`src/rtl/exit_gate_controller.sv`:
```
// Exit barrier sequencer and live occupancy counter feeding the entry checker.
// Optional EXIT_COUNT_EN macro builds the saturating cumulative exits_total counter.
`timescale 1ns/1ps
module exit_gate_controller #(
    parameter int unsigned WIDTH        = 8,
    parameter int unsigned CAPACITY     = 7,
    parameter int unsigned OPEN_TIMEOUT = 16,
    parameter int unsigned CLOSE_CYCLES = 4
) (
    input  logic             clk,
    input  logic             reset,
    input  logic             entry_grant,
    input  logic             exit_req,
    input  logic             car_passed,
    output logic [WIDTH-1:0] occupancy,
    output logic             gate_open,
    output logic             gate_closing,
    output logic             exit_done,
    output logic             exit_error,
    output logic [15:0]      exits_total
);

    localparam int unsigned TMAX = (OPEN_TIMEOUT > CLOSE_CYCLES) ? OPEN_TIMEOUT : CLOSE_CYCLES;
    localparam int unsigned TW   = $clog2(TMAX) + 1;

    typedef enum logic [1:0] {
        S_IDLE    = 2'd0,
        S_OPEN    = 2'd1,
        S_CLOSING = 2'd2
    } state_t;

    state_t           r_state;
    state_t           w_state_nxt;
    logic [TW-1:0]    r_timer;
    logic [TW-1:0]    w_timer_nxt;
    logic [WIDTH-1:0] r_occ;
    logic [WIDTH-1:0] w_occ_nxt;
    logic             w_exit_ok;
    logic             w_exit_err;
    logic             r_gate_open;
    logic             r_gate_closing;
    logic             r_exit_done;
    logic             r_exit_error;

    // State and phase timer
    always_ff @(posedge clk) begin
        if (reset) begin
            r_state <= S_IDLE;
            r_timer <= '0;
        end else begin
            r_state <= w_state_nxt;
            r_timer <= w_timer_nxt;
        end
    end

    // Next-state, exit outcome and occupancy update
    always_comb begin
        w_state_nxt = r_state;
        w_timer_nxt = r_timer;
        w_exit_ok   = 1'b0;
        w_exit_err  = 1'b0;
        w_occ_nxt   = r_occ;

        case (r_state)
            S_IDLE: begin
                w_timer_nxt = '0;
                if (exit_req) begin
                    if (r_occ != '0) begin
                        w_state_nxt = S_OPEN;
                    end else begin
                        w_exit_err = 1'b1;
                    end
                end
            end
            S_OPEN: begin
                w_timer_nxt = r_timer + TW'(1);
                // A pass on the final open cycle still counts as a confirmed exit
                if (car_passed) begin
                    w_state_nxt = S_CLOSING;
                    w_timer_nxt = '0;
                    w_exit_ok   = 1'b1;
                end else if (r_timer == TW'(OPEN_TIMEOUT - 1)) begin
                    w_state_nxt = S_CLOSING;
                    w_timer_nxt = '0;
                    w_exit_err  = 1'b1;
                end
            end
            S_CLOSING: begin
                w_timer_nxt = r_timer + TW'(1);
                if (r_timer == TW'(CLOSE_CYCLES - 1)) begin
                    w_state_nxt = S_IDLE;
                    w_timer_nxt = '0;
                end
            end
            default: begin
                w_state_nxt = S_IDLE;
                w_timer_nxt = '0;
            end
        endcase

        // Coincident entry and exit cancel, even when the lot is full
        if (w_exit_ok && entry_grant) begin
            w_occ_nxt = r_occ;
        end else if (w_exit_ok) begin
            if (r_occ != '0) begin
                w_occ_nxt = r_occ - WIDTH'(1);
            end
        end else if (entry_grant && (r_occ < WIDTH'(CAPACITY))) begin
            w_occ_nxt = r_occ + WIDTH'(1);
        end
    end

    // Registered outputs
    always_ff @(posedge clk) begin
        if (reset) begin
            r_occ          <= '0;
            r_gate_open    <= 1'b0;
            r_gate_closing <= 1'b0;
            r_exit_done    <= 1'b0;
            r_exit_error   <= 1'b0;
        end else begin
            r_occ          <= w_occ_nxt;
            r_gate_open    <= (w_state_nxt == S_OPEN);
            r_gate_closing <= (w_state_nxt == S_CLOSING);
            r_exit_done    <= w_exit_ok;
            r_exit_error   <= w_exit_err;
        end
    end

    assign occupancy    = r_occ;
    assign gate_open    = r_gate_open;
    assign gate_closing = r_gate_closing;
    assign exit_done    = r_exit_done;
    assign exit_error   = r_exit_error;

`ifdef EXIT_COUNT_EN
    logic [15:0] r_exits_total;

    always_ff @(posedge clk) begin
        if (reset) begin
            r_exits_total <= 16'd0;
        end else if (w_exit_ok && (r_exits_total != 16'hFFFF)) begin
            r_exits_total <= r_exits_total + 16'd1;
        end
    end

    assign exits_total = r_exits_total;
`else
    assign exits_total = 16'd0;
`endif

endmodule
```
`config.mk`:
```
export PLATFORM = sky130hd
export DESIGN_NAME = exit_gate_controller
export DESIGN_NICKNAME = d
export VERILOG_FILES = /design/src/rtl/exit_gate_controller.sv
export SDC_FILE = /design/constraint.sdc
export NUM_CORES = 1
export LEC_CHECK = 0
export BUFFER_PORTS_ARGS = -buffer_cell sky130_fd_sc_hd__clkbuf_2
export CAP_MARGIN = 20
export CORE_MARGIN = 5
export CORE_UTILIZATION = 47
export DETAILED_ROUTE_END_ITERATION = 7
export GPL_ROUTABILITY_DRIVEN = 1
export PLACE_DENSITY = 0.76
export SLEW_MARGIN = 15
export SYNTH_ARGS = -nofsm -noshare
export SYNTH_HDL_FRONTEND = slang
export SYNTH_SLANG_ARGS = --single-unit
```
`constraint.sdc`:
```
create_clock -name clk -period 2.25 [get_ports clk]
set_clock_uncertainty 0.1 [all_clocks]
set_input_delay 0.1125 -clock clk [delete_from_list [all_inputs] [get_ports clk]]
set_output_delay 0.1125 -clock clk [all_outputs]
set_load 0.01 [all_outputs]
```
==> qor.txt <==
Status = finished, final reports clean
Area of the multi-input gates = 769 µm²
Wire per inst = 12.6 µm
Layout cell share with drive strength beyond 1 = 30.5%
Htree depth = 1
Post-synth cell types = 45
I/O pins = 33
Cell leakage power = 0.000627 µW
Post-route ant nets = 0
Vias per cell = 5.22
Worst vdd ir = 553 µV
RSZ-0062 raised after global routing = yes
Chip height = 61.4 µm
Drt total wl = 2.48 mm
Crit path kind = reg2reg
Crit-path max FO = 3
Initial antenna violation count = 0
Total GRT Usage = 14.9%
Die footprint = 3770 µm²
Setup TNS = 0 ns
Clock transition at path regs = 0.12 ns
Startpoint types = flip-flop
Storage cell area = 384 µm²
Clk sink count = 19
Vias = 1,028
CP Capture Type = flip-flop
Hold Path Class = in2reg
# diodes = 0
Max clock buf depth = 2
GPL Wtd Cong = 0.912
Max-slew violation count = 0
Iteration-0 DRC Markers = 18
Most frequent cells in the layout = nor2_1 (19), conb_1 (16), dfxtp_1 (16), clkbuf_2 (16), a21oi_1 (11)
FP Rows = 18
Total gr overflow = 0
Worst Path Arrival = 2.29 ns
Post-route DRC = 0
CTS tree = done
Cell Area, Synth = 1240 µm²
Root buffer cell = clkbuf_4
Final-layout fill cell count = 225
Async SR Flop Fraction = 0%
CTS Hold Bufs = 0
First-pass GRT wire length = 4.17 mm
Die W = 61.4 µm
Clock Latency Late Sink = 0.31 ns
Vias in the first global route = 981
Net count, final = 181
Register area share after synthesis = 30.7%
Syn Area/Cell = 8.38 µm²
Fmax = 462 MHz
DRT Pass-1 Iters = 4
Port bufs = 16
Synth Register Bits = 19
CTS buffer count = 3
Top FF cell, synth = dfxtp_1
Crit path time final = 2.17 ns
Area delta synth->final = 11.9%
Final critical-path share of the clock period = 96.2%
EDFF count, synth = 0
Largest net degree at the start of global routing = 21
Initial Utilization = 49.6%
Most common cell after layout, fill and taps aside = nor2_1
Core Footprint = 2500 µm²
Fin. Hold Viols = 0
Worst EP required = 2.37 ns
Post-Syn Instances = 148
Setup Viol. Count Final = 0
Yosys warnings = 0
Hold_ws = 0.0460 ns
Pwr per Cell Area = 980 nW/µm²
Max-cap violations = 0
Dpl hpwl = 1.84 mm
[area by class of cell]
type / count / area share, %
clock buffers: 3 / 1.62
multi-input cells: 112 / 55.5
well taps: 30 / 2.71
inverters: 9 / 2.43
clock inverters: 1 / 0.541
flip-flops and latches: 19 / 27.7
repair buffers: 23 / 9.56
[synthesized netlist by cell type, types with 4 or more instances]
| cell | number | area (µm²) |
|---|---|---|
| dfxtp_1 | 19 | 380 |
| nor2_1 | 19 | 71.3 |
| buf_4 | 16 | 120 |
| a21oi_1 | 11 | 55.1 |
| inv_1 | 9 | 33.8 |
| ha_1 | 8 | 100 |
| nand2_1 | 6 | 22.5 |
| nand3_1 | 5 | 25.0 |
| a31o_2 | 4 | 35.0 |
| buf_2 | 4 | 20.0 |
| nand2b_1 | 4 | 25.0 |
[sequential cells by signal, summed over array words and instances (netlist names)]
register      flops
exit_done         1
exit_error        1
gate_closing      1
gate_open         1
occupancy         8
r_state           2
r_timer           5
[per-layer routing]
layer / up-vias / wire, µm / global-route usage, %
met4: 0 / 90 / 8.48
met5: - / 0 / 0
met2: 25 / 1280 / 26.1
li1: 504 / - / -
met3: 11 / 154 / 4.82
met1: 488 / 949 / 15.5
[per-stage QoR]
stage	power [µW]	instance area, µm²	std cells	worst slack [ns]	utilization (%)
2_1_floorplan	1010	1330	163	-0.0204	-
3_3_place_gp	1110	1310	189	0.0732	52.3
3_5_place_dp	1130	1310	189	0.00639	52.3
4_1_cts	1340	1360	194	0.0259	54.2
5_1_grt	1470	1390	197	-0.0541	55.5
6_report	1360	1390	197	0.0847	55.5
[cells by family (layout without fill, tap and decap cells)]
| logic type | count (synthesis) | in the layout | synth area share (%) |
|---|---|---|---|
| AO/OA/AOI/OAI | 27 | 27 | 15.2 |
| XOR/XNOR | 4 | 4 | 2.83 |
| adder cells (fa/ha/maj) | 8 | 8 | 8.07 |
| buffers and inverters | 32 | 36 | 15.5 |
| flip-flops | 19 | 19 | 30.7 |
| multiplexers | 4 | 4 | 3.33 |
| other | 1 | 16 | 0.302 |
| AND/OR/NAND/NOR | 53 | 53 | 24.0 |
[where the power goes]
part | leakage [µW] | switching [µW] | internal [µW]
clock network | 0.0000139 | 118 | 68.0
logic | 0.000457 | 365 | 328
registers | 0.000156 | 76.8 | 403
total | 0.000627 | 560 | 800
[timing repair]
action / CTS / global route
buffers inserted: 1 / 3
gates resized for setup: 1 / 3
pin swaps: 0 / 2
setup endpoints to repair: 1 / 3
[worst max-delay path: stages (launching register included)]
cell and delay, ns:
dfxtp_2 0.34, inv_2 0.08, ha_4 0.15, nand2_4 0.04
xnor2_1 0.12, ha_2 0.18, or4b_4 0.50, o32ai_4 0.26
a211oi_2 0.11, a31o_1 0.19
[final timing paths]
path	endpoint	slack, ns	from	cells past startpoint
max	occupancy[6]	0.08	r_state[1]	9
min reg2reg	r_timer[0]	0.33	r_timer[0]	1
max reg2reg	occupancy[6]	0.08	r_state[1]	9
min	occupancy[3]	0.05	entry_grant	3
(Power assumes the default switching activity.)
